<file path="src/rtl/mss_uart_rx_monitor.sv">
// mss_uart_rx_monitor: fabric-side 8N1 UART receiver for the MSS MMUART_1 TX line.
// Decoded bytes are presented on a valid/ready holding register, with framing-error and
// overrun pulses.
// Optional parity support (PARITY state, PARITY_ODD parameter, o_parity_err port) is
// compiled in when the macro UART_RX_PARITY_EN is defined.
module mss_uart_rx_monitor #(
  parameter int unsigned CLKS_PER_BIT = 434,
  parameter int unsigned SYNC_STAGES  = 2
`ifdef UART_RX_PARITY_EN
  ,
  parameter int unsigned PARITY_ODD   = 0
`endif
) (
  input  logic       clk,
  input  logic       reset,
  input  logic       i_rx,
  output logic [7:0] o_data,
  output logic       o_valid,
  input  logic       i_ready,
  output logic       o_frame_err,
  output logic       o_overrun,
  output logic       o_busy
`ifdef UART_RX_PARITY_EN
  ,
  output logic       o_parity_err
`endif
);

  localparam int unsigned CNT_W  = 16;
  localparam int unsigned IDX_W  = 3;
  localparam int unsigned DATA_W = 8;

  localparam logic [CNT_W-1:0] HALF_LOAD = CNT_W'(CLKS_PER_BIT / 2 - 1);
  localparam logic [CNT_W-1:0] BIT_LOAD  = CNT_W'(CLKS_PER_BIT - 1);
  localparam logic [IDX_W-1:0] LAST_IDX  = IDX_W'(DATA_W - 1);

  localparam logic [2:0] S_IDLE   = 3'd0;
  localparam logic [2:0] S_START  = 3'd1;
  localparam logic [2:0] S_DATA   = 3'd2;
  localparam logic [2:0] S_STOP   = 3'd3;
  localparam logic [2:0] S_BREAK  = 3'd4;
`ifdef UART_RX_PARITY_EN
  localparam logic [2:0] S_PARITY = 3'd5;
  localparam logic       PAR_ODD  = 1'(PARITY_ODD);
`endif

  logic [SYNC_STAGES-1:0] sync_q;
  logic                   rx_s;

  logic [2:0]        state, state_next;
  logic [CNT_W-1:0]  cnt, cnt_next;
  logic [IDX_W-1:0]  idx, idx_next;
  logic [DATA_W-1:0] shreg, shreg_next;
  logic              par_bad, par_bad_next;

  logic              deliver_c;
  logic              frame_err_c;
  logic              parity_err_c;
  logic              overrun_c;
  logic              valid_next;
  logic [DATA_W-1:0] data_next;

  assign rx_s = sync_q[SYNC_STAGES-1];

  // Metastability chain on the asynchronous line; preloads to idle-high.
  always_ff @(posedge clk) begin
    if (reset) begin
      sync_q <= '1;
    end else begin
      sync_q <= {sync_q[SYNC_STAGES-2:0], i_rx};
    end
  end

  // State register and frame datapath registers.
  always_ff @(posedge clk) begin
    if (reset) begin
      state   <= S_IDLE;
      cnt     <= '0;
      idx     <= '0;
      shreg   <= '0;
      par_bad <= 1'b0;
    end else begin
      state   <= state_next;
      cnt     <= cnt_next;
      idx     <= idx_next;
      shreg   <= shreg_next;
      par_bad <= par_bad_next;
    end
  end

  // Next-state logic: mid-bit sampling driven by the down-counter.
  always_comb begin
    state_next   = state;
    cnt_next     = cnt;
    idx_next     = idx;
    shreg_next   = shreg;
    par_bad_next = par_bad;
    deliver_c    = 1'b0;
    frame_err_c  = 1'b0;
    parity_err_c = 1'b0;

    case (state)
      S_IDLE: begin
        if (!rx_s) begin
          state_next = S_START;
          cnt_next   = HALF_LOAD;
        end
      end

      S_START: begin
        if (cnt == '0) begin
          if (rx_s) begin
            state_next = S_IDLE;
          end else begin
            state_next   = S_DATA;
            cnt_next     = BIT_LOAD;
            idx_next     = '0;
            par_bad_next = 1'b0;
          end
        end else begin
          cnt_next = cnt - CNT_W'(1);
        end
      end

      S_DATA: begin
        if (cnt == '0) begin
          shreg_next = {rx_s, shreg[DATA_W-1:1]};
          cnt_next   = BIT_LOAD;
          if (idx == LAST_IDX) begin
`ifdef UART_RX_PARITY_EN
            state_next = S_PARITY;
`else
            state_next = S_STOP;
`endif
          end else begin
            idx_next = idx + IDX_W'(1);
          end
        end else begin
          cnt_next = cnt - CNT_W'(1);
        end
      end

`ifdef UART_RX_PARITY_EN
      S_PARITY: begin
        if (cnt == '0) begin
          if (((^shreg) ^ rx_s ^ PAR_ODD) != 1'b0) begin
            parity_err_c = 1'b1;
            par_bad_next = 1'b1;
          end
          state_next = S_STOP;
          cnt_next   = BIT_LOAD;
        end else begin
          cnt_next = cnt - CNT_W'(1);
        end
      end
`endif

      S_STOP: begin
        if (cnt == '0) begin
          if (rx_s) begin
            deliver_c  = !par_bad;
            state_next = S_IDLE;
          end else begin
            frame_err_c = 1'b1;
            state_next  = S_BREAK;
          end
        end else begin
          cnt_next = cnt - CNT_W'(1);
        end
      end

      S_BREAK: begin
        if (rx_s) begin
          state_next = S_IDLE;
        end
      end

      default: begin
        state_next = S_IDLE;
      end
    endcase
  end

  // Holding-register handoff: replace on simultaneous accept, drop and flag when full.
  always_comb begin
    valid_next = o_valid;
    data_next  = o_data;
    overrun_c  = 1'b0;

    if (o_valid && i_ready) begin
      valid_next = 1'b0;
    end

    if (deliver_c) begin
      if (!o_valid || i_ready) begin
        data_next  = shreg;
        valid_next = 1'b1;
      end else begin
        overrun_c = 1'b1;
      end
    end
  end

  // Registered outputs.
  always_ff @(posedge clk) begin
    if (reset) begin
      o_data       <= '0;
      o_valid      <= 1'b0;
      o_frame_err  <= 1'b0;
      o_overrun    <= 1'b0;
      o_busy       <= 1'b0;
`ifdef UART_RX_PARITY_EN
      o_parity_err <= 1'b0;
`endif
    end else begin
      o_data       <= data_next;
      o_valid      <= valid_next;
      o_frame_err  <= frame_err_c;
      o_overrun    <= overrun_c;
      o_busy       <= (state_next != S_IDLE);
`ifdef UART_RX_PARITY_EN
      o_parity_err <= parity_err_c;
`endif
    end
  end

`ifndef UART_RX_PARITY_EN
  // Parity path is inert without the option; keep the signal consumed.
  logic unused_parity;
  assign unused_parity = parity_err_c;
`endif

endmodule

</file>
<file path="config.mk">
export PLATFORM = sky130hd
export DESIGN_NAME = mss_uart_rx_monitor
export DESIGN_NICKNAME = d
export VERILOG_FILES = /design/src/rtl/mss_uart_rx_monitor.sv
export SDC_FILE = /design/constraint.sdc
export NUM_CORES = 1
export LEC_CHECK = 0
export ABC_AREA = 1
export CAP_MARGIN = 25
export CORE_MARGIN = 4
export CORE_UTILIZATION = 45
export CTS_CLUSTER_DIAMETER = 60
export CTS_CLUSTER_SIZE = 25
export DETAILED_ROUTE_END_ITERATION = 10
export MAX_ROUTING_LAYER = met4
export PLACE_DENSITY = 0.67
export SYNTH_ARGS = -nofsm -noshare
export SYNTH_HDL_FRONTEND = slang
export SYNTH_SLANG_ARGS = --single-unit
</file>
<file path="constraint.sdc">
create_clock -name clk -period 2.6 [get_ports clk]
set_input_delay 0.39 -clock clk [delete_from_list [all_inputs] [get_ports clk]]
set_output_delay 0.39 -clock clk [all_outputs]
set_load 0.02 [all_outputs]
</file>
Word level (Yosys, flattened, before mapping) --
Cells that the tools add are included.
Storage, ports and cells: logic and storage cells 69, memories 0, ROM bits 0, memory bits (writable) 0, output and inout port bits 12, latch bits 0, input port bits 4, register bits after elaboration 44
Cells by class: multiplexer cells 28, multiply operators 0, bitwise logic cells 3, divide/modulo/power cells 0, add/subtract/negate cells 2, order comparisons 0, shifts and indexed selects 0, equality and inequality tests 12, reductions and logical operators 14
Operators with widths (count):
- $mux W16 | 5
- $pmux W16 S4 | 1
- $mux W3 | 11
- $logic_not A16 Y1 | 1
- $sub A16 B1 Y16 const B | 1
- $pmux W3 S5 | 1
- $ne A2 B2 Y1 const B | 6
- $mux W1 | 8
- $eq A3 B2 Y1 const B | 2
- $eq A3 B3 Y1 const B | 2
- $pmux W3 S2 | 1
- $reduce_and A5 Y1 | 1
- $reduce_and A2 Y1 | 2
- $reduce_and A4 Y1 | 1
- $reduce_bool A4 Y1 | 1
- $add A3 B1 Y3 const B | 1
- $eq A3 B1 Y1 const B | 1
- $logic_not A3 Y1 | 1
- $ne A3 B3 Y1 const B | 1
- $not A1 Y1 | 3
- $reduce_bool A3 Y1 | 1
- $reduce_or A3 Y1 | 1
- $mux W2 | 1
- $reduce_bool A2 Y1 | 1
- other kinds (4) | 4

Longest topological paths before layout --
Gate-level depths: netlist of run 1.
depth after elaboration 5, mapped depth 14

Worst setup path after synthesis of run 1 --
No wires, ideal clock.
path kind reg2reg, start point reg cnt[0], end point reg cnt[11], cell stages (with the launch flop) 14, arrival time 1.530 ns, setup slack 0.956 ns, period minus slack after synthesis 1.644 ns, buffers on the path 1, cell sequence dfxtp_1 -> inv_1 -> ha_1 -> inv_1 -> nor2_1 -> nand2_1 -> nor2_2 -> nand3_2 -> nand2_2 -> nor2_4 -> buf_6 -> nand2_1 -> nor2_1 -> nor2_2
On the way: word-level cells in the longest chain between the ends 3, elaborated cells between the ends (all ways) 9, those cells by class add/sub (1); eq/ne (2); mux (4); reduce/logical (2)
RTL lines:
- start, declared | RTL line 51 | logic [CNT_W-1:0] cnt, cnt_next;
- start signal, assigned | RTL line 84 | cnt <= cnt_next;
- $sub A16 B1 Y16 or $logic_not A16 Y1 (tied branches)
- $mux W16 (tied with other cells) | RTL line 159 | if (cnt == '0) begin
- $pmux W16 S4 or $reduce_and A4 Y1 (tied branches)
Several ways; a longest one is shown, not always the timed one. The select of a mux whose other input is x is not followed. A chain may end at the register's enable or synchronous reset.

Worst setup path after layout of run 1 --
start point reg cnt[0], end point reg cnt[10]
Same word-level chain as after synthesis.

==> impl_metrics.json, run 1 <==
{
  "outcome": "finished, final reports clean",
  "vias_per_cell": 4.88,
  "tns_ns": 0,
  "rsz0062_at_grt": "no",
  "critPathMaxStageDelay_ns": 0.35,
  "grt_overflow": 0,
  "ys_seq_area_frac": 0.387,
  "powerDensity_mw_per_mm2": 635,
  "drc_errors": 0,
  "relSlewSlack": 0.653,
  "leakage_nw": 1.12,
  "cp-start-kind": "register",
  "dp_hpwl_mm": 3.59,
  "period_needed_ns": 2.00,
  "die_h_um": 79.1,
  "grt_pass1_vias": 1858,
  "synth_nets": 344,
  "avgSynthCellArea_um2": 6.78,
  "worstMarginPinSlew_ns": 0.520,
  "final_max_slew_viol_count": 0,
  "fmax_mhz": 501,
  "drt_iter0_markers": 192,
  "setup_viol": 0,
  "power.internal_mw": 1.12,
  "die_x_um": 79.1,
  "drv_cap": 0,
  "p_comb_frac": 0.232,
  "grt_util_all_layers": 0.176,
  "place_congestion": 0.888,
  "h-tree-depth": 2,
  "finalHoldWorstSlack_ns": 0.419,
  "min_path_type": "reg -> reg",
  "async_flop_share": 0,
  "ys_types": 31,
  "routedWlPerCell_um": 11.6,
  "yosysTopAreaCell": "dfxtp_1",
  "rows": 25,
  "worst_path_dominant_cell_family": "simple AND/OR/NAND/NOR gates",
  "synth_area_leaders": "dfxtp_1 (39%), nand2_1 (12%), nor2_1 (11%), o21ai_0 (5.7%), inv_1 (4.8%)",
  "required_ns": 2.83,
  "antenna-diode-count": 0,
  "path_buf_inv": 3,
  "syn_area_mm2": 0.00228,
  "start_util": 0.473,
  "via_count": 2060,
  "worstPathArrival_ns": 2.23,
  "cts_tree": "done",
  "worstPathMaxFanout": 13,
  "numCtsBuffers": 5,
  "antenna_found_initial": 0,
  "ir_drop_uv": 257,
  "grt_max_degree": 22,
  "port_buffers": 15,
  "netlist_instances": 336,
  "holdBufCountCts": 0,
  "p_switching_mw": 0.537,
  "grt_first_pass_wirelength_mm": 8.54,
  "fillers": 520,
  "synthDominantCellAreaShare": 0.387,
  "clockBufferDepth": 2,
  "critPathCaptureType": "register",
  "drtAntennaViolNets": 0,
  "crit_chain": "inv_1 -> ha_1 -> inv_1 -> nor2_1 -> nand2_1 -> nor2_2 -> nand3_2 -> nand2_2 -> nor2_4 -> buf_4 -> a21oi_4 -> nand2_1 -> nor2_1",
  "die-area_mm2": 0.00626,
  "area_delta_synth_final_pct": 14.3,
  "p_sw_frac": 0.325,
  "synth_edf_count": 0,
  "clk_pin_slew_ns": 0.09,
  "synth.yosys.warnings": 0,
  "fin_skew_ns": 0.0122,
  "cpMaxStageDelayCell": "dfxtp_1",
  "cts_resized": 0,
  "ys_ff_latch": 44,
  "insertion_delay_ns": 0.30,
  "io_pins": 16,
  "cts_sinks": 44,
  "cts_setup_buffers": 0,
  "drive_above_1_share": 0.113,
  "fin_crit_sh": 0.768,
  "clock_power_share": 0.329,
  "nets": 362,
  "firstDrtPassIters": 4,
  "wl_mm": 4.89,
  "p_seq_frac": 0.439,
  "hold_viol": 0,
  "core_mm2": 0.00482,
  "root_buffer": "clkbuf_8",
  "ys.flop_type": "dfxtp_1",
  "worstSetupPathType": "reg -> reg"
}
## Yosys cell counts (3+ instances only)
cell / number
nand2_1: 71
nor2_1: 68
dfxtp_1: 44
inv_1: 29
o21ai_0: 26
nand3_1: 21
a21oi_1: 18
nor2_2: 8
inv_2: 6
nand2_2: 5
clkbuf_1: 4
ha_1: 4
nand4_1: 4
nor3_1: 4
nor2_4: 3
or2_2: 3
## kinds of logic (layout without fill, tap and decap cells)
group | count (synthesis) | count (layout) | share of synthesized area
and+or+nand+nor | 194 | 194 | 0.387
DFF | 44 | 44 | 0.387
buffers and inverters | 42 | 61 | 0.0775
adders and majority gates | 4 | 4 | 0.0220
AOI/OAI and AO/OA | 50 | 50 | 0.119
xor gates and xnor gates | 2 | 2 | 0.00769
## layout make-up
cell class              count  area [um2]  share of cell area
clock buffers               5        68.8              0.0264
clock inverters             3        46.3              0.0178
inverters                  35         131              0.0505
multi-input cells         250        1220               0.469
flip-flops and latches     44         881               0.338
well taps                  67        83.8              0.0322
repair buffers             18         173              0.0663
## sequential cells by signal, summed over array words and instances (netlist names)
signal	cells
state	3
o_frame_err	1
sync_q	2
idx	3
o_data	8
o_busy	1
cnt	16
o_overrun	1
o_valid	1
shreg	8
## stage by stage
stage,utilization,cell area [um2],power (mW),cells,setup slack [ns]
floorplan,-,2280,1.04,336,0.956
global placement,0.517,2490,1.12,414,0.713
detailed placement,0.517,2490,1.12,414,0.646
CTS,0.541,2600,1.66,422,0.622
global route,0.541,2600,1.75,422,0.394
finish,0.541,2600,1.65,422,0.603
## per-layer routing
metal / vias up / GRT usage / wire length (um)
met2: 41 / 0.263 / 2110
met1: 902 / 0.241 / 2480
li1: 1111 / - / -
met3: 6 / 0.0340 / 244
met4: 0 / 0.0515 / 59
met5: - / - / 0
## layout by cell type, fill, tap and decap left out
cell type / instances
nand2_2: 5
or2_2: 3
o21ai_1: 1
clkbuf_8: 5
nor2_2: 8
a21oi_4: 1
nor2_1: 68
nor2_4: 3
dfxtp_1: 44
a211oi_1: 1
inv_2: 6
o211ai_1: 1
nor2_8: 1
clkinvlp_4: 1
nand4_1: 4
inv_6: 1
o21ai_0: 26
nand2_1: 71
ha_1: 4
nor3_1: 4
a31oi_1: 1
buf_4: 3
nand3_2: 1
nor4_1: 1
bufinv_16: 1
and2_1: 1
clkdlybuf4s50_1: 15
a21oi_1: 18
o32ai_1: 1
inv_1: 29
xor2_1: 2
nand3b_1: 2
nand3_4: 1
nand3_1: 21
## path summary, 6_finish.rpt
check	from	end	slack (ns)	cells past startpoint
worst min register to register	sync_q[0]$_SDFF_PP1_	sync_q[1]$_SDFF_PP1_	0.42	1
worst max-delay path	cnt[0]$_SDFFE_PP0P_	cnt[10]$_SDFFE_PP0P_	0.60	13
worst min-delay path	sync_q[0]$_SDFF_PP1_	sync_q[1]$_SDFF_PP1_	0.42	1
worst max register to register	cnt[0]$_SDFFE_PP0P_	cnt[10]$_SDFFE_PP0P_	0.60	13
## power groups by stage
| stage | sequential [mW] | clock (mW) | combinational, mW |
|---|---|---|---|
| after floorplan | 0.737 | 0 | 0.307 |
| final | 0.726 | 0.543 | 0.383 |
| after CTS | 0.726 | 0.553 | 0.383 |
| after global placement | 0.742 | 0 | 0.375 |
| after detailed placement | 0.742 | 0 | 0.381 |
| after global routing | 0.732 | 0.584 | 0.437 |
No activity file was read; power rests on OpenSTA's default activity.
==> inputs of run 2 (changes only) <==
PLACE_DENSITY = 0.69   (was 0.67)
clock period = 1.7 ns   (was 2.6 ns; I/O delays follow)
==> run 2 against run 1 <==
  * The run now ends with negative setup slack left
  * Routed wire length is 15% higher
  * Final area rose by 15%
  * Setup slack got worse by 0.63 ns
  * Die area did not move
  * Critical path depth is 1 lower
  * Via count rose by 11%
==> impl_metrics.json, run 2 (same netlist as run 1, synthesis figures left out) <==
{
  "outcome": "complete, but fails checks",
  "violations": "negative setup slack",
  "core_mm2": 0.00482,
  "port_buffers": 15,
  "antenna-diode-count": 0,
  "fin_crit_sh": 1.01,
  "worstPathMaxFanout": 5,
  "drt_iter0_markers": 189,
  "via_count": 2285,
  "area_delta_synth_final_pct": 31.2,
  "drc_errors": 0,
  "rows": 25,
  "die_x_um": 79.1,
  "leakage_nw": 1.32,
  "largest_register_ffs": 16,
  "place_congestion": 0.916,
  "dp_hpwl_mm": 3.86,
  "firstDrtPassIters": 4,
  "vias_per_cell": 4.99,
  "cts_tree": "done",
  "drtAntennaViolNets": 0,
  "critPathLaunch": "cnt[1]$_SDFFE_PP0P_",
  "most-common-layout-cells": "nand2_1 (65), nor2_1 (64), dfxtp_1 (42)",
  "rr_worst_depth": 12,
  "start_util": 0.473,
  "finalHoldWorstSlack_ns": 0.423,
  "wl_mm": 5.62,
  "grt_max_degree": 22,
  "clockBufferDepth": 2,
  "die_h_um": 79.1,
  "worstSetupPathType": "reg -> reg",
  "clk_pin_slew_ns": 0.09,
  "die-area_mm2": 0.00626,
  "fmax_mhz": 580,
  "setup_ws_ns": -0.0250,
  "grt_overflow": 0,
  "required_ns": 1.89,
  "min_path_type": "reg -> reg",
  "r2r_start": "cnt[1]$_SDFFE_PP0P_",
  "placed_area_mm2": 0.00271,
  "reg2reg_to": "cnt[1]$_SDFFE_PP0P_",
  "drv_cap": 0,
  "cp-endpoint": "cnt[1]$_SDFFE_PP0P_",
  "drive_above_1_share": 0.248,
  "relSlewSlack": 0.623,
  "nets": 398,
  "worstPathArrival_ns": 1.91,
  "routedWlPerCell_um": 12.3,
  "timing.reg2reg.setup_slack_ns": -0.03,
  "powerDensity_mw_per_mm2": 911,
  "grt_first_pass_wirelength_mm": 9.21,
  "regMostFlops": "cnt",
  "io_pins": 16,
  "rsz0062_at_grt": "yes",
  "antenna_found_initial": 0,
  "hold_viol": 0,
  "numCtsBuffers": 5,
  "insertion_delay_ns": 0.30,
  "fin_skew_ns": 0.00778,
  "reg.largest.list": "cnt (16), o_data (8), shreg (8)",
  "worstMarginPinSlew_ns": 0.565,
  "root_buffer": "clkbuf_8",
  "grt_pass1_vias": 2041,
  "cts_sinks": 44,
  "final_max_slew_viol_count": 0,
  "setup_viol": 1,
  "fin_area_mm2": 0.00299,
  "h-tree-depth": 2,
  "layout.cells.non_filler": 458,
  "fin_util": 0.620,
  "period_needed_ns": 1.73,
  "placed_cells": 443,
  "critPathCaptureType": "register",
  "cp-start-kind": "register",
  "grt_util_all_layers": 0.190,
  "ir_drop_uv": 501,
  "layout_commonest_cell": "nand2_1"
}
[run 2: metal layers]
| metal | wire length, um | vias up | global-route usage |
|---|---|---|---|
| li1 | - | 1182 | - |
| met5 | 0 | - | - |
| met4 | 95 | 0 | 0.0687 |
| met1 | 2660 | 1032 | 0.247 |
| met3 | 257 | 10 | 0.0385 |
| met2 | 2610 | 61 | 0.293 |
[run 2: metrics by stage]
step	TNS [ns]	setup WS [ns]	total power [mW]
floorplan	0	0.0556	1.60
global placement	-1.83	-0.209	1.79
detailed placement	-2.86	-0.296	1.80
CTS	-0.0231	-0.0211	2.67
global route	-0.955	-0.119	2.88
finish	-0.0250	-0.0250	2.72
[run 2: worst min-delay path by stage]
stage,start,endpoint,slack [ns],cells past startpoint
after floorplan,i_rx,sync_q[0]$_SDFF_PP1_,0.36,1
after global placement,sync_q[0]$_SDFF_PP1_,sync_q[1]$_SDFF_PP1_,0.40,1
after detailed placement,sync_q[0]$_SDFF_PP1_,sync_q[1]$_SDFF_PP1_,0.40,1
after CTS,sync_q[0]$_SDFF_PP1_,sync_q[1]$_SDFF_PP1_,0.42,1
after global routing,sync_q[0]$_SDFF_PP1_,sync_q[1]$_SDFF_PP1_,0.43,1
final,sync_q[0]$_SDFF_PP1_,sync_q[1]$_SDFF_PP1_,0.42,1
[run 2: worst max-delay path, stage by stage, from the launching register on]
cell and delay (ns):
dfxtp_2 0.33, inv_2 0.07, ha_4 0.14, inv_2 0.04, nor2_4 0.10, nand2_2 0.07, nor2_4 0.17, nand3_2 0.13
nand2_4 0.11, buf_4 0.14, nor2_2 0.08, o21ai_1 0.17, nor2_1 0.06
[run 2: final cells by class]
class                   count  area, um2
fillers                   456       1830
multi-input cells         252       1320
flip-flops and latches     44        883
repair buffers             52        444
inverters                  35        136
well taps                  67       83.8
clock buffers               5       68.8
clock inverters             3       47.5
[run 2: timing repair]
item                       in CTS  in global routing
buffers inserted                4                  1
resized for setup               9                 29
hold endpoints to repair        0                  0
setup endpoints to repair      22                 37
pin swaps                       3                 15
gates cloned                    1                  1
hold buffers                    0                  0
[run 2: report_power, final]
group,switching [mW],internal (mW),leakage (nW)
clock network,0.374,0.443,0.0583
logic,0.497,0.309,0.901
registers,0.0278,1.07,0.358
==> inputs of run 3 (changes only) <==
CELL_PAD_IN_SITES_DETAIL_PLACEMENT = 0   (was unset)
CELL_PAD_IN_SITES_GLOBAL_PLACEMENT = 2   (was unset)
CORE_UTILIZATION = 29   (was 45)
PLACE_DENSITY = 0.77   (was 0.69)
SLEW_MARGIN = 20   (was unset)
==> run 3 against run 2 <==
  * The flow now finishes without violations
  * Highest routed layer unchanged
  * First-iteration DRC count fell by 28%
  * Clock power rose by 3.2%
  * Clock-buffer cell count did not move
  * Final area rose by 5.3%
  * Routed wire length rose by 4.5%
  * Largest power group unchanged
==> impl_metrics.json, run 3 (same netlist as run 1, synthesis figures left out) <==
{
  "insertion_delay_ns": 0.30,
  "r2r_start": "cnt[0]$_SDFFE_PP0P_",
  "met3_usage": 0.0288,
  "grt_first_pass_wirelength_mm": 10.2,
  "timing.reg2reg.setup_slack_ns": 0.03,
  "critPathMaxStageDelay_ns": 0.33,
  "fmax_mhz": 601,
  "core_mm2": 0.00769,
  "grt_pass1_vias": 2162,
  "worst_path_dominant_cell_family": "simple AND/OR/NAND/NOR gates",
  "period_needed_ns": 1.67,
  "firstDrtPassIters": 4,
  "drc_errors": 0,
  "h-tree-depth": 2,
  "fin_util": 0.409,
  "clock_power_share": 0.296,
  "fin_skew_ns": 0.00486,
  "numCtsBuffers": 5,
  "crit_chain": "inv_2 -> ha_4 -> inv_2 -> nor2_4 -> nand2_2 -> nor2_4 -> nand3_2 -> nand2_2 -> nor2_4 -> buf_12 -> a21oi_4 -> inv_2 -> nor2_2",
  "io_pins": 16,
  "finalHoldWorstSlack_ns": 0.414,
  "area_delta_synth_final_pct": 38.2,
  "p_comb_frac": 0.319,
  "drive_above_1_share": 0.278,
  "met1_usage": 0.184,
  "power.internal_mw": 1.91,
  "regMostFlops": "cnt",
  "fin_area_mm2": 0.00315,
  "vias_per_cell": 4.54,
  "cts_tree": "done",
  "rsz0062_at_grt": "yes",
  "start_util": 0.296,
  "hold_viol": 0,
  "worstPathArrival_ns": 1.91,
  "outcome": "finished, final reports clean",
  "worstSetupPathType": "reg -> reg",
  "reg2reg_to": "cnt[12]$_SDFFE_PP0P_",
  "fillers": 840,
  "reg.largest.list": "cnt (16), o_data (8), shreg (8)",
  "die_x_um": 96.6,
  "p_sw_frac": 0.330,
  "port_buffers": 15,
  "clockBufferDepth": 2,
  "cts_sinks": 44,
  "powerDensity_mw_per_mm2": 906,
  "placed_area_mm2": 0.00284,
  "grt.met2_usage": 0.203,
  "min_to": "sync_q[1]$_SDFF_PP1_",
  "grt.busiest_layer": "met2",
  "worstPathMaxFanout": 6,
  "ir_drop_uv": 407,
  "path_buf_inv": 4,
  "most-common-layout-cells": "nand2_1 (66), nor2_1 (62), buf_4 (44)",
  "drv_cap": 0,
  "die_h_um": 96.6,
  "largest_register_ffs": 16,
  "leakage_nw": 1.37,
  "cpMaxStageDelayCell": "dfxtp_2",
  "place_congestion": 0.824,
  "rows": 32,
  "holdPathStages": 1,
  "clk_pin_slew_ns": 0.09,
  "wl_mm": 5.87,
  "antenna-diode-count": 0,
  "nets": 406,
  "min_path_type": "reg -> reg",
  "layout_commonest_cell": "nand2_1",
  "final_max_slew_viol_count": 0,
  "placed_cells": 486,
  "dp_hpwl_mm": 4.49,
  "p_switching_mw": 0.942,
  "relSlewSlack": 0.668,
  "via_count": 2274,
  "die-area_mm2": 0.00933,
  "rr_worst_depth": 13,
  "setup_viol": 0,
  "root_buffer": "clkbuf_8",
  "drt_iter0_markers": 137,
  "p_total_mw": 2.85,
  "worstMarginPinSlew_ns": 0.494,
  "drtAntennaViolNets": 0,
  "layout.cells.non_filler": 501,
  "min_from": "sync_q[0]$_SDFF_PP1_",
  "fin_crit_sh": 0.980,
  "cp-start-kind": "register",
  "grt_util_all_layers": 0.135,
  "antenna_found_initial": 0,
  "p_seq_frac": 0.385,
  "critPathCaptureType": "register",
  "required_ns": 1.95,
  "routedWlPerCell_um": 11.7,
  "grt_overflow": 0,
  "grt_max_degree": 16
}
[run 3: changes by cell type in the layout (fill, tap and decap cells not counted), moves of 2 or more]
cell     delta
buf_4       +9
o21ai_2     +3
inv_2       +2
nor2_1      -2
o21ai_1     -2
[run 3: cell type report]
class,count,area (um2),share of cell area
flip-flops and latches,44,883,0.281
well taps,102,128,0.0406
clock buffers,5,68.8,0.0219
multi-input cells,250,1350,0.430
clock inverters,3,47.5,0.0151
repair buffers,62,532,0.169
inverters,35,134,0.0425
[run 3: power by group through the flow]
stage	clock network, mW	registers [mW]	logic (mW)
3_3_place_gp	0	1.12	0.767
5_1_grt	0.926	1.11	1.02
6_report	0.843	1.10	0.910
2_1_floorplan	0	1.13	0.470
4_1_cts	0.881	1.10	0.806
3_5_place_dp	0	1.12	0.763
[run 3: repair_timing]
action                     4_1_cts  5_1_grt
resized for setup               14       33
setup buffers                    3        5
hold endpoints to repair         0        0
setup endpoints to repair       24       35
hold buffers                     0        0
pin swaps                        9       21
[run 3: metrics by stage]
stage,worst slack (ns),TNS (ns)
2_1_floorplan,0.0556,0
3_3_place_gp,-0.0361,-0.151
3_5_place_dp,-0.0765,-0.516
4_1_cts,-0.0355,-0.0903
5_1_grt,-0.108,-0.862
6_report,0.0348,0
[run 3: worst max-delay path by stage]
stage | startpoint | to | cells after the start
finish | cnt[0]$_SDFFE_PP0P_ | cnt[12]$_SDFFE_PP0P_ | 13
CTS | cnt[1]$_SDFFE_PP0P_ | cnt[15]$_SDFFE_PP0P_ | 13
global placement | cnt[0]$_SDFFE_PP0P_ | cnt[1]$_SDFFE_PP0P_ | 13
floorplan | cnt[0]$_SDFFE_PP0P_ | cnt[11]$_SDFFE_PP0P_ | 13
detailed placement | cnt[0]$_SDFFE_PP0P_ | cnt[1]$_SDFFE_PP0P_ | 13
global route | cnt[0]$_SDFFE_PP0P_ | cnt[12]$_SDFFE_PP0P_ | 13
[run 3: routing by layer]
metal	share of wire	vias up	routed length (um)
met2	0.44	45	2610
met5	0	-	0
met1	0.50	1025	2930
li1	-	1199	-
met4	0.011	0	64
met3	0.046	5	272
==> variant 1, RTL diff (config.mk and constraints of run 3) <==
Put one more register stage on the output `o_frame_err`, cleared by the reset. The value now appears one clock later. The other outputs are not delayed to match.
--- a/src/rtl/mss_uart_rx_monitor.sv
+++ b/src/rtl/mss_uart_rx_monitor.sv
@@ -40,4 +40,6 @@
   localparam logic [2:0] S_STOP   = 3'd3;
   localparam logic [2:0] S_BREAK  = 3'd4;
+
+  logic o_frame_err_s0;
 `ifdef UART_RX_PARITY_EN
   localparam logic [2:0] S_PARITY = 3'd5;
@@ -207,5 +209,5 @@
       o_data       <= '0;
       o_valid      <= 1'b0;
-      o_frame_err  <= 1'b0;
+      o_frame_err_s0 <= 1'b0;
       o_overrun    <= 1'b0;
       o_busy       <= 1'b0;
@@ -216,5 +218,5 @@
       o_data       <= data_next;
       o_valid      <= valid_next;
-      o_frame_err  <= frame_err_c;
+      o_frame_err_s0 <= frame_err_c;
       o_overrun    <= overrun_c;
       o_busy       <= (state_next != S_IDLE);
@@ -231,4 +233,12 @@
 `endif
 
+  always_ff @(posedge clk) begin
+    if (reset) begin
+      o_frame_err <= '0;
+    end else begin
+      o_frame_err <= o_frame_err_s0;
+    end
+  end
+
 endmodule
 
Formal check against the unedited RTL: same outputs for any inputs over 10 cycles, from zero or initial values and one cycle with reset high; that may be too few to reach the edited logic, so the function may still have changed.
==> variant 1 against run 3 <==
- sequential cell count up 1
- cell area down 7.1%
- largest power group unchanged
- power down 4.2%
- critical endpoint is now o_data[3]
- setup slack worse by 0.015 ns
- final cell count down 12%
- routed wire length down 9.8%
- synthesized area down 6.5%
- clock power up 2%
==> variant 1: results (changes against run 3) <==
- Share of post-route cells with drive strength above 1: 28.61% (+0.79 points)
- XOR/XNOR Fraction of Synth Area: 0.8230% (+0.054 points)
- Per-cell routed wire length: 11.99 um (+2.3%)
- Top post-synthesis cells by count: 64 x nor2_1, 52 x nand2_1, 45 x dfxtp_1
- Vias in the first global route: 1878 (-13%)
- Final Skew: 0.007834 ns (+0.002975 ns)
- Yosys cell types: 29 (-6.5%)
- Worst EP arrival: 1.93 ns (+0.02 ns)
- Pre-CTS setup slack: 0.02015 ns (+0.09661 ns)
- Switching pwr: 0.8837 mW (-6.2%)
- Largest net degree at the start of global routing: 31 (+15)
- Worst rel slew slack: 75.24% (+8.4 points)
- ANT cells: 0 (unchanged)
- Adder-cell area share of the yosys netlist: 2.352% (+0.15 points)
- Compound-Gate Fraction of Synth Area: 12.76% (+0.83 points)
- Placed instance area: 2551 um^2 (-10%)
- Outcome: complete, no violations
- Synth top area cells: dfxtp_1 42%, nor2_1 11%, nand2_1 9.2%
- Register area share after synthesis: 42.33% (+3.6 points)
- Port Buffers: 15 (unchanged)
- WHS Path Cells: 2 (+1)
- Critical path's largest stage delay: ~0.34 ns
- Vias: 1987 (-13%)
- Syn_nets: 308 (-10%)
- Filler cell count in the final layout: 719 (-14%)
- Worst-path maximum fanout: 5 (-1)
- Post-DP HPWL: 3825 um (-15%)
- Routability congestion estimate: 0.8276 (+0.47%)
-- variant 1: changes by cell type after synthesis, sizes merged, moves of 3 or more --
cell   before  now
nor2       80   73
nand2      76   57
nand4       4    1
nand3      23   17
-- variant 1: area by class of cell --
type / count / area share (%)
multi-input cells: 216 / 41.63
well taps: 96 / 4.108
inverters: 33 / 4.493
clock buffers: 5 / 2.353
repair buffers: 44 / 14.89
clock inverters: 3 / 1.626
flip-flops and latches: 45 / 30.89
-- variant 1: path summary, 6_finish.rpt --
| kind | startpoint | endpoint | slack [ns] |
|---|---|---|---|
| worst max-delay path | cnt[1] | o_data[3] | 0.02 |
| worst min-delay path | o_frame_err_s0 | o_frame_err | 0.41 |
| worst max register to register | cnt[1] | o_data[3] | 0.02 |
| worst min register to register | o_frame_err_s0 | o_frame_err | 0.41 |
-- variant 1: layer usage --
| layer | track usage (%) | routed length, um | up-vias |
|---|---|---|---|
| li1 | - | - | 1052 |
| met1 | 15.30 | 2554 | 911 |
| met2 | 20.19 | 2545 | 15 |
| met3 | 3.045 | 119 | 9 |
| met4 | 4.573 | 80 | 0 |
| met5 | - | 0 | - |
-- variant 1: cell families after synthesis --
kind of cell | count (synthesis)
AND/OR/NAND/NOR | 161
buffers and inverters | 39
flip-flops | 45
adder cells (fa/ha/maj) | 4
XOR/XNOR | 2
AO/OA/AOI/OAI | 49
-- variant 1: repair_timing --
action                     CTS  global route
gates resized for setup      0            64
setup endpoints to repair    0            39
buffers inserted             0             4
-- variant 1: power groups by stage --
| stage | clock network (mW) | registers [mW] | logic (mW) |
|---|---|---|---|
| after global routing | 0.935 | 1.14 | 0.817 |
| final | 0.861 | 1.13 | 0.738 |
| after CTS | 0.896 | 1.13 | 0.626 |
| after detailed placement | 0 | 1.15 | 0.623 |
| after floorplan | 0 | 1.16 | 0.414 |
| after global placement | 0 | 1.16 | 0.627 |
-- variant 1: worst register-to-register path, stage by stage, from the launching register on --
cell     delay [ns]
dfxtp_2        0.34
inv_2          0.07
ha_4           0.14
inv_2          0.03
nor2_2         0.10
nand2_2        0.07
nor2_4         0.14
nand2_4        0.08
nor2_4         0.10
nand2_4        0.08
nor2_8         0.18
buf_12         0.14
o21ai_2        0.05
nor2_1         0.11
-- variant 1: metrics by stage --
stage	utilization, %	TNS, ns	cells
4_1_cts	38.41	0	436
3_3_place_gp	36.74	0	428
6_report	42.11	0	442
3_5_place_dp	36.74	0	428
5_1_grt	42.11	-1.615	442
2_1_floorplan	-	0	300
==> variant 2, RTL diff (settings of run 3) <==
Made on the original files. The localparam `IDX_W` goes from 3 to 4.
--- a/src/rtl/mss_uart_rx_monitor.sv
+++ b/src/rtl/mss_uart_rx_monitor.sv
@@ -28,5 +28,5 @@
 
   localparam int unsigned CNT_W  = 16;
-  localparam int unsigned IDX_W  = 3;
+  localparam int unsigned IDX_W  = 4;
   localparam int unsigned DATA_W = 8;
 
Formal check against the unedited RTL: no difference found for any inputs over 10 cycles, from zero or initial values and one cycle with reset high; that may be too few to reach the edited logic, so the function may still have changed.
==> variant 2 against run 3 <==
- power shrank 8.4%
- routed wire length grew 6.3%
- critical path type unchanged
- largest power group unchanged
- final cell count grew 1.0%
- sequential cell count grew 1
- synthesized area grew 5.6%
- first-iteration DRC count shrank 40%
- setup slack gained 0.10 ns
- cell area shrank 0.32%
==> variant 2: results (changes against run 3) <==
- Clock Tree Buf Depth: 2 (unchanged)
- WHS Path Cells: 1 (unchanged)
- Hold slack: 0.4224 ns (+0.008192 ns)
- Mapped Cells: 348 (+3.6%)
- F_max: 640.6 MHz (+6.7%)
- Drt pass-1 iters: 4 (unchanged)
- Skew-Pair Late Insertion Delay: 0.30 ns (about the same)
- Placed Cells: 494 (+1.6%)
- Post-DP HPWL: 4682 um (+4.3%)
- Hold Startpoint: sync_q[0]
- Syn_nets: 355 (+3.2%)
- Largest net degree at the start of global routing: 23 (+7)
- Pre-CTS setup slack: 0.007792 ns (+0.08425 ns)
- Register area share after synthesis: 37.46% (-1.2 points)
- Worst-margin pin slew: 0.2907 ns (-0.2033 ns)
- Share of the synthesized area in the top cell type: 37.46% (-1.2 points)
- Max stage delay cell, worst path: dfxtp_1
- Fin cells: 506 (+1.0%)
- First-pass GRT wire length: 10480 um (+2.8%)
- R2r setup slk: 0.14 ns (+0.10 ns)
- Worst setup endpoint: cnt[1]
- Placed instance area: 2912 um^2 (+2.7%)
- Outcome: complete, no violations
- ANT cells: 0 (unchanged)
- Port Buffers: 15 (unchanged)
- Async SR Flop Fraction: 0% (unchanged)
- Worst EP arrival: 1.76 ns (-0.15 ns)
- Vias/cell: 4.512 (-0.60%)
- Initial drt markers: 82 (-40%)
- Worst-path maximum fanout: 20 (+14)
- Internal power: 1.789 mW (-6.3%)
- Worst Reg-to-Reg Cells: 10 (-3)
- Pleak: 1.414 nW (+3.3%)
- Vias in the first global route: 2182 (+0.93%)
- Top post-synthesis cells by count: 85 x nand2_1, 52 x nor2_1, 45 x dfxtp_1
- Nets@finish: 410 (+0.99%)
- Final Skew: 0.007235 ns (+0.002376 ns)
- Switching pwr: 0.8237 mW (-13%)
- Synth top area cells: dfxtp_1 37%, nand2_1 13%, nor2_1 8.1%
- Worst VDD drop: 323.5 uV (-20%)
- R2R Path Start: state[0]
- Critical path endpoint category: flip-flop
- Yosys cell types: 36 (+16%)
- Routability congestion estimate: 0.8367 (+1.6%)
- Worst Hold End: sync_q[1]
- Per-cell routed wire length: 12.33 um (+5.2%)
- Tot GR Track Use: 13.56% (+0.064 points)
- Share of post-route cells with drive strength above 1: 25.99% (-1.8 points)
==> variant 2: cell type report <==
cell class | count | area (um^2)
inverter | 37 | 143.9
fill | 844 | 4751
multi-input combinational | 256 | 1349
clock inverter | 3 | 43.79
clock buffer | 5 | 68.82
sequential | 45 | 907.1
tap | 102 | 127.6
timing repair buffer | 58 | 496.7
==> variant 2: per-layer routing <==
metal  vias to the layer above  part of all wire, %  track usage [%]
met5                         -                    0                -
met4                         0                 0.93            4.097
met3                         5                  1.4            2.194
met2                        17                   47            21.13
met1                      1041                   51            18.01
li1                       1220                    -                -
==> variant 2: kinds of logic after synthesis <==
family,count (synthesis),synth area share (%)
compound gates,54,13.58
buf+inv,47,9.053
fa+ha+maj,3,1.561
xor+xnor,5,1.821
flops,45,37.46
simple gates,194,36.52
==> variant 2: repair_timing <==
action / 4_1_cts / 5_1_grt
buffers inserted: 0 / 4
pin swaps: 0 / 7
gates resized for setup: 1 / 29
setup endpoints to repair: 1 / 37
hold buffers: 0 / 0
